## src/rtl/johnson_phase_monitor.sv

```systemverilog
// Johnson-code phase monitor: decodes a 4-bit Johnson counter, classifies each
// sample (illegal / first / hold / advance / restart / sequence error), tracks
// lock and counts completed 8-phase cycles while locked.
// Ports:
//   clk, reset (async active-low)
//   din[3:0]        Johnson code from upstream counter
//   sample_en       din sampled on a rising edge only when 1
//   err_clr         clears err_sticky (a same-cycle set wins)
//   phase_onehot[7:0], phase_idx[2:0], phase_valid  decoded phase of last sample
//   locked          lock FSM is in LOCKED
//   illegal_pulse, seq_err_pulse, restart_pulse     per-sample classification
//   err_sticky      latched illegal/sequence error
//   cycle_tick      completed 8-phase cycle while locked
//   cycle_count     completed cycles, modulo 2^CNT_W
module johnson_phase_monitor #(
  parameter int unsigned LOCK_N = 4,
  parameter int unsigned CNT_W  = 16
) (
  input  logic             clk,
  input  logic             reset,
  input  logic [3:0]       din,
  input  logic             sample_en,
  input  logic             err_clr,
  output logic [7:0]       phase_onehot,
  output logic [2:0]       phase_idx,
  output logic             phase_valid,
  output logic             locked,
  output logic             illegal_pulse,
  output logic             seq_err_pulse,
  output logic             restart_pulse,
  output logic             err_sticky,
  output logic             cycle_tick,
  output logic [CNT_W-1:0] cycle_count
);

  localparam int unsigned CODE_W = 4;
  localparam int unsigned ADV_W  = 4;
  localparam int unsigned IDX_W  = 3;
  localparam int unsigned PH_N   = 8;

  typedef enum logic [1:0] {ST_UNLOCKED, ST_ACQUIRE, ST_LOCKED} state_t;
  typedef enum logic [2:0] {
    CL_ILLEGAL, CL_FIRST, CL_HOLD, CL_ADVANCE, CL_RESTART, CL_SEQERR
  } class_t;

  state_t              state;
  logic [ADV_W-1:0]    adv_cnt;
  logic                have_prev;
  logic [CODE_W-1:0]   prev_code;

  logic                legal_c;
  logic [IDX_W-1:0]    idx_c;
  logic [CODE_W-1:0]   succ_c;
  class_t              cls_c;
  logic                err_set_c;
  logic                cycle_done_c;

  // Decode din to a phase index; codes outside the Johnson ring are illegal.
  always_comb begin
    legal_c = 1'b1;
    idx_c   = '0;
    case (din)
      4'b0000: idx_c = IDX_W'(0);
      4'b1000: idx_c = IDX_W'(1);
      4'b1100: idx_c = IDX_W'(2);
      4'b1110: idx_c = IDX_W'(3);
      4'b1111: idx_c = IDX_W'(4);
      4'b0111: idx_c = IDX_W'(5);
      4'b0011: idx_c = IDX_W'(6);
      4'b0001: idx_c = IDX_W'(7);
      default: legal_c = 1'b0;
    endcase
  end

  // Priority classification of the current sample against the last legal code.
  always_comb begin
    succ_c = {~prev_code[0], prev_code[CODE_W-1:1]};
    cls_c  = CL_SEQERR;
    if (!legal_c)                 cls_c = CL_ILLEGAL;
    else if (!have_prev)          cls_c = CL_FIRST;
    else if (din == prev_code)    cls_c = CL_HOLD;
    else if (din == succ_c)       cls_c = CL_ADVANCE;
    else if (din == '0)           cls_c = CL_RESTART;
    err_set_c    = sample_en && ((cls_c == CL_ILLEGAL) || (cls_c == CL_SEQERR));
    cycle_done_c = sample_en && (cls_c == CL_ADVANCE) && (state == ST_LOCKED) &&
                   (prev_code == 4'b0001);
  end

  // Lock FSM, phase outputs, pulses and counters.
  always_ff @(posedge clk or negedge reset) begin
    if (!reset) begin
      state         <= ST_UNLOCKED;
      adv_cnt       <= '0;
      have_prev     <= 1'b0;
      prev_code     <= '0;
      phase_onehot  <= '0;
      phase_idx     <= '0;
      phase_valid   <= 1'b0;
      locked        <= 1'b0;
      illegal_pulse <= 1'b0;
      seq_err_pulse <= 1'b0;
      restart_pulse <= 1'b0;
      err_sticky    <= 1'b0;
      cycle_tick    <= 1'b0;
      cycle_count   <= '0;
    end else begin
      illegal_pulse <= 1'b0;
      seq_err_pulse <= 1'b0;
      restart_pulse <= 1'b0;
      cycle_tick    <= 1'b0;

      // A set in the same cycle as err_clr wins; err_clr ignores sample_en.
      if (err_set_c)    err_sticky <= 1'b1;
      else if (err_clr) err_sticky <= 1'b0;

      if (sample_en) begin
        phase_valid   <= legal_c;
        phase_idx     <= legal_c ? idx_c : '0;
        phase_onehot  <= legal_c ? (PH_N'(1) << idx_c) : '0;
        illegal_pulse <= (cls_c == CL_ILLEGAL);
        seq_err_pulse <= (cls_c == CL_SEQERR);
        restart_pulse <= (cls_c == CL_RESTART);

        // Illegal samples leave the reference code untouched.
        if (legal_c) begin
          prev_code <= din;
          have_prev <= 1'b1;
        end

        if (cycle_done_c) begin
          cycle_tick  <= 1'b1;
          cycle_count <= cycle_count + CNT_W'(1);
        end

        case (state)
          ST_UNLOCKED: begin
            if (legal_c) begin
              state   <= ST_ACQUIRE;
              adv_cnt <= '0;
            end
          end
          ST_ACQUIRE: begin
            case (cls_c)
              CL_ADVANCE: begin
                adv_cnt <= adv_cnt + ADV_W'(1);
                if (adv_cnt == ADV_W'(LOCK_N - 1)) begin
                  state  <= ST_LOCKED;
                  locked <= 1'b1;
                end
              end
              CL_RESTART: adv_cnt <= '0;
              CL_ILLEGAL, CL_SEQERR: begin
                state   <= ST_UNLOCKED;
                adv_cnt <= '0;
              end
              default: ;
            endcase
          end
          ST_LOCKED: begin
            if ((cls_c == CL_ILLEGAL) || (cls_c == CL_SEQERR)) begin
              state   <= ST_UNLOCKED;
              adv_cnt <= '0;
              locked  <= 1'b0;
            end
          end
          default: begin
            state   <= ST_UNLOCKED;
            adv_cnt <= '0;
            locked  <= 1'b0;
          end
        endcase
      end
    end
  end

endmodule

```

## config.mk

```make
export PLATFORM = sky130hd
export DESIGN_NAME = johnson_phase_monitor
export DESIGN_NICKNAME = d
export VERILOG_FILES = /design/src/rtl/johnson_phase_monitor.sv
export SDC_FILE = /design/constraint.sdc
export NUM_CORES = 1
export LEC_CHECK = 0
export CAP_MARGIN = 10
export CORE_ASPECT_RATIO = 1.2
export CORE_UTILIZATION = 35
export DETAILED_ROUTE_END_ITERATION = 8
export PLACE_DENSITY = 0.66
export RECOVER_POWER = 50
export SLEW_MARGIN = 10
export SYNTH_ARGS = -nofsm -noshare
export SYNTH_HDL_FRONTEND = slang
export SYNTH_SLANG_ARGS = --single-unit
```

## constraint.sdc

```tcl
create_clock -name clk -period 4.1 [get_ports clk]
set_input_delay 0.82 -clock clk [delete_from_list [all_inputs] [get_ports clk]]
set_output_delay 0.82 -clock clk [all_outputs]
set_load 0.02 [all_outputs]
```

# Yosys cells after proc, flatten, opt, wreduce, memory -nomap -nowiden

Index checks and enable logic that the tools add are counted.

Div/mod/pow operators: 0
Bitwise logic cells: 2
Eq/ne operators: 23
Multiply operators: 0
$lt $le $gt $ge: 0
Reduce and logical (&&, ||, !) cells: 17
$add $sub $neg: 2
Shift-type cells: 1
Multiplexer cells: 29

Operator list:

| cell                                                | count |
|---|---|
| one-hot mux 3 bit (7 select lines)                  | 1 |
| adder 16 x 1 -> 16 bit, second input constant       | 1 |
| equality test 4 bit, second input constant          | 4 |
| two-way mux 3 bit                                   | 5 |
| two-way mux 1 bit                                   | 12 |
| one-hot mux 4 bit (3 select lines)                  | 1 |
| AND reduction 5 bit                                 | 2 |
| equality test 4 x 1 -> 1 bit, second input constant | 2 |
| equality test 4 x 2 -> 1 bit, second input constant | 2 |
| equality test 4 bit                                 | 2 |
| two-way mux 4 bit                                   | 2 |
| two-way mux 8 bit                                   | 1 |
| != test 2 bit, second input constant                | 4 |
| one-hot mux 4 bit (2 select lines)                  | 1 |
| OR reduction 8 bit                                  | 1 |
| left shift 1 x 3 -> 8 bit, first input constant     | 1 |
| equality test 3 bit, second input constant          | 2 |
| two-way mux 2 bit                                   | 3 |
| != test 3 bit, second input constant                | 2 |
| one-hot mux 2 bit (3 select lines)                  | 1 |
| adder 4 x 1 -> 4 bit, second input constant         | 1 |
| equality test 4 x 3 -> 1 bit, second input constant | 1 |
| logical AND 1 bit                                   | 4 |
| logical NOT 4 bit                                   | 1 |
| 15 further kinds                                    | 17 |

Memory bits (read-only): 0
Input port bits: 8
Logic and storage cells: 88
Memory bits (writable): 0
Bits in latches: 0
Memories: 0
Output and inout bits: 34
Register bits: 45

# Logic depth before layout (Yosys ltp)

Depth after elaboration: 12
Gate-level depth with buffers: 9
Depth with buffers taken out: 6

# Worst setup path before layout

No wires, ideal clock.

Path kind: input-to-reg
Start: input port din[1]
End: register cycle_count[1]
Setup time: 0.125 ns
Setup slack: 1.521 ns
Stages: 8
Arrival: 2.454 ns
Path buffers: 3
Data required time: 3.975 ns
Cells stage by stage: buf_6 xor2_1 o41ai_4 and4bb_1 buf_6 and3_4 buf_6 mux2_4

Cells in the longest elaborated chain, start to end: 11
Elaborated cells on any way between the ends: 22
Classes of those cells: eq/ne: 10; mux: 6; reduce/logical: 6

Ends and longest elaborated chain:

| what                             | RTL line | source |
|---|---|---|
| from (decl)                      | 21       | `input logic [3:0] din,` |
| logical NOT 4 bit                | 62, 83   |  |
| two-way mux 1 bit                | 83       | `else if (din == '0) cls_c = CL_RESTART;` |
| two-way mux 3 bit                | 82       | `else if (din == succ_c) cls_c = CL_ADVANCE;` |
| two-way mux 3 bit                | 81       | `else if (din == prev_code) cls_c = CL_HOLD;` |
| two-way mux 3 bit                | 80       | `else if (!have_prev) cls_c = CL_FIRST;` |
| two-way mux 3 bit *              | 79       | `if (!legal_c) cls_c = CL_ILLEGAL;` |
| equality test 3 x 2 -> 1 bit *   | 85       | `cycle_done_c = sample_en && (cls_c == CL_ADVANCE) && (state == ST_LOCKED) &&` |
| logical AND 1 bit * (3 in a row) | 85       |  |
| AND reduction 2 bit (no line) *  | --       |  |
| to (signal assigned)             | 132      | `cycle_count <= cycle_count + CNT_W'(1);` |
| to (decl)                        | 33       | `output logic [CNT_W-1:0] cycle_count` |

Mark *: on every way between the ends. The rest lies on a longest branch, timed or not.
A chain may end at the register's enable or synchronous reset.

# Final worst setup path

Start: input port din[3]
End: register cycle_count[12]

The elaborated chain is that of the path after synthesis.

==> out/metrics.yaml <==
floorplan.rows: 32
cts-buffers-inserted: 5
postCtsSetupBuffers: 0
globalplace.congestion: 0.8122
status: "finished, violations left"
maxCapViolCount: 1
antenna_cells_inserted: 0
initial_core_util_pct: 36.09
min_from: "cycle_count[15]"
final.min_clock_period_ns: 3.182
setup-tns-final_ns: 0
violations: "capacitance limit, slew limit"
ctsResizeCount: 0
post_synth_num_cell_types: 52
fmaxAchievable_mhz: 314.3
worst_margin_slew_ns: 2.288
setup.worst_path.start: "din[3]"
postSynthAreaPerCell_um2: 10.37
clock_power_share_pct: 33.6
dp_cells: 338
grt_antenna_before_repair: 0
grt_util_all_layers_pct: 14.41
synth.ff_latch_count: 45
cts_root_buffer: "sky130_fd_sc_hd__clkbuf_8"
detailedPlacementHpwl_mm: 3.255
grt_pass1_vias: 1738
synth.yosys.warnings: 0
routedWlPerCell_um: 13.25
placed_area_um2: 2760
synth_seq_area_share_pct: 48.70
dieHeight_um: 91.04
ios: 42
detail_route.drc_violations: 0
cts_sinks: 45
synth_nets: 233
detail_route.vias_per_cell: 5.145
final_layout_size_suffix_gt1_share_pct: 7.280
globalRoute.totalOverflow: 0
syn-instance-count: 223
core_um2: 6406
syn2layout_area_growth_pct: 23.97
synthFlopType: "sky130_fd_sc_hd__dfrtp_1"
clock-skew-final_ns: 0.01236
timing.critical_path.to_type: "flip-flop"
via_count: 1780
synth_edf_count: 0
timing.final.setup_violations: 0
final_cell_mix: "45 x sky130_fd_sc_hd__dfrtp_1, 30 x sky130_fd_sc_hd__clkdlybuf4s50_1, 15 x sky130_fd_sc_hd__nor2_1, 15 x sky130_fd_sc_hd__inv_1, 14 x sky130_fd_sc_hd__o21ai_0"
netlist_area_before_placement_um2: 2312
pwr_density_cell_nw_per_um2: 344.0
layout_cell_area_excl_fill_um2: 2867
vdd_drop_max_v: 0.0001909
nets: 270
critPathArrivalTime_ns: 3.37
port_buffers: 41
totalPowerFinal_uw: 986.0
layout.cells.most_common: "sky130_fd_sc_hd__dfrtp_1"
htree_num_levels: 2
final_min_period_over_clock_period_pct: 77.61
finalWirelength_mm: 4.584
cts_tree: "built"
worst_hold_path_type: "flip-flop to flip-flop"
detail_route.first_pass.iterations: 4
crit_required_ns: 4.29
p_int_uw: 715.8
grt_first_pass_wirelength_mm: 7.997
postSynth.asyncResetShare_pct: 100.0
clock_latency_ns: 0.30
nFillCells: 630
die_area_um2: 6936
rsz0062_at_grt: "no"
worst_setup_hold_path_clk_slew_ns: 0.09
p_sw_share_pct: 27.40
total_switching_power_uw: 270.2
timing_max_transition_violations_final: 46
final_cells: 346
initialDrtViolationCount: 53
comb_power_share_pct: 16.4
slew_headroom_pct: -52.55
crit_type: "input port to flip-flop"
p_seq_share_pct: 50.0
cts_buffer_depth: 2
reg2reg_launch_point: "prev_code[2]"
leakage_nw: 1.242
startpoint_type: "input port"
crit_path_max_fanout: 16
grt_start_max_net_pins: 46
die_w_um: 76.20
antenna_violating_nets_post_route: 0
hold_viol_final: 0
cts.hold.buffers_added: 0
[stage by stage]
step | setup slack (ns) | hold slack (ns) | util, %
final | 0.9180 | 0.4838 | 44.75
after CTS | 1.015 | 0.4976 | 44.82
after floorplan | 1.521 | 0.4922 | -
after global placement | 0.7565 | 0.4790 | 43.09
after global routing | 0.7201 | 0.5111 | 44.75
after detailed placement | 0.6901 | 0.4772 | 43.09
[sequential cells by signal, summed over array words and instances (netlist names)]
| signal | cells |
|---|---|
| err_sticky | 1 |
| locked | 1 |
| state | 2 |
| illegal_pulse | 1 |
| cycle_count | 16 |
| phase_valid | 1 |
| phase_onehot | 8 |
| adv_cnt | 4 |
| have_prev | 1 |
| prev_code | 4 |
| seq_err_pulse | 1 |
| restart_pulse | 1 |
| cycle_tick | 1 |
| phase_idx | 3 |
[logic make-up after synthesis]
family,count (synthesis),share of synthesized area (%)
buffers and inverters,28,5.844
XOR/XNOR,24,9.091
adder cells (fa/ha/maj),2,1.082
flip-flops,45,48.70
AND/OR/NAND/NOR,83,21.75
multiplexers,3,1.623
AO/OA/AOI/OAI,38,11.91
[per-layer routing]
metal	up-vias	global-route usage [%]	routed length, um
li1	867	-	-
met1	863	18.07	2111
met2	43	23.48	2179
met3	7	3.518	201
met4	0	6.410	93
met5	-	0	0
[final cells by class]
class	count	area, um^2	area share, %
clock buffer	6	72.57	2.532
clock inverter	2	38.79	1.353
inverter	15	56.30	1.964
multi-input combinational	150	1051	36.67
sequential	45	1126	39.28
tap	85	106.4	3.710
timing repair buffer	43	415.4	14.49
[cells in the mapped netlist (2+ instances only)]
cell / n / area share (%)
sky130_fd_sc_hd__dfrtp_1: 45 / 49
sky130_fd_sc_hd__inv_1: 15 / 2.4
sky130_fd_sc_hd__nor2_1: 15 / 2.4
sky130_fd_sc_hd__o21ai_0: 14 / 3.0
sky130_fd_sc_hd__xnor2_1: 13 / 4.9
sky130_fd_sc_hd__nand4_1: 12 / 3.2
sky130_fd_sc_hd__xor2_1: 11 / 4.2
sky130_fd_sc_hd__nand2_1: 10 / 1.6
sky130_fd_sc_hd__nand3_1: 7 / 1.5
sky130_fd_sc_hd__a21oi_1: 6 / 1.3
sky130_fd_sc_hd__and3_1: 6 / 1.6
sky130_fd_sc_hd__clkbuf_1: 6 / 0.97
sky130_fd_sc_hd__nor3_1: 6 / 1.3
sky130_fd_sc_hd__buf_2: 3 / 0.65
sky130_fd_sc_hd__buf_6: 3 / 1.5
sky130_fd_sc_hd__nand2b_1: 3 / 0.81
sky130_fd_sc_hd__nand4b_1: 3 / 1.1
sky130_fd_sc_hd__nor4_1: 3 / 0.81
sky130_fd_sc_hd__and2_1: 2 / 0.54
sky130_fd_sc_hd__ha_1: 2 / 1.1
sky130_fd_sc_hd__mux2_2: 2 / 0.97
sky130_fd_sc_hd__nor3b_1: 2 / 0.65
sky130_fd_sc_hd__o211ai_1: 2 / 0.65
sky130_fd_sc_hd__o31ai_1: 2 / 0.65
sky130_fd_sc_hd__o31ai_2: 2 / 1.1
sky130_fd_sc_hd__or3_1: 2 / 0.54
[worst max-delay path: stages]
cell and delay, ns:
sky130_fd_sc_hd__dlygate4sd3_1 0.91, sky130_fd_sc_hd__xnor2_1 0.17, sky130_fd_sc_hd__nor4_2 0.38, sky130_fd_sc_hd__and4bb_1 0.48, sky130_fd_sc_hd__and3_1 0.33, sky130_fd_sc_hd__nand4_1 0.14
sky130_fd_sc_hd__xnor2_1 0.14
[path summary, 6_finish.rpt]
path                              endpoint  depth (start not counted)  slack (ns)
setup / recovery           cycle_count[12]                          7        0.92
hold / removal             cycle_count[15]                          1        0.48
setup reg to reg           cycle_count[12]                          6        1.87
hold reg to reg            cycle_count[15]                          1        0.48
max in group asynchronous     prev_code[0]                          1        1.60
min in group asynchronous       cycle_tick                          1        1.20
[power groups by stage]
stage          clock, mW  combinational, mW  sequential (mW)
3_3_place_gp           0              0.164            0.502
5_1_grt            0.362              0.180            0.497
2_1_floorplan          0              0.101            0.509
4_1_cts            0.344              0.167            0.493
6_report           0.331              0.162            0.493
3_5_place_dp           0              0.166            0.501
Note: power is estimated with default switching activity, not from simulation.
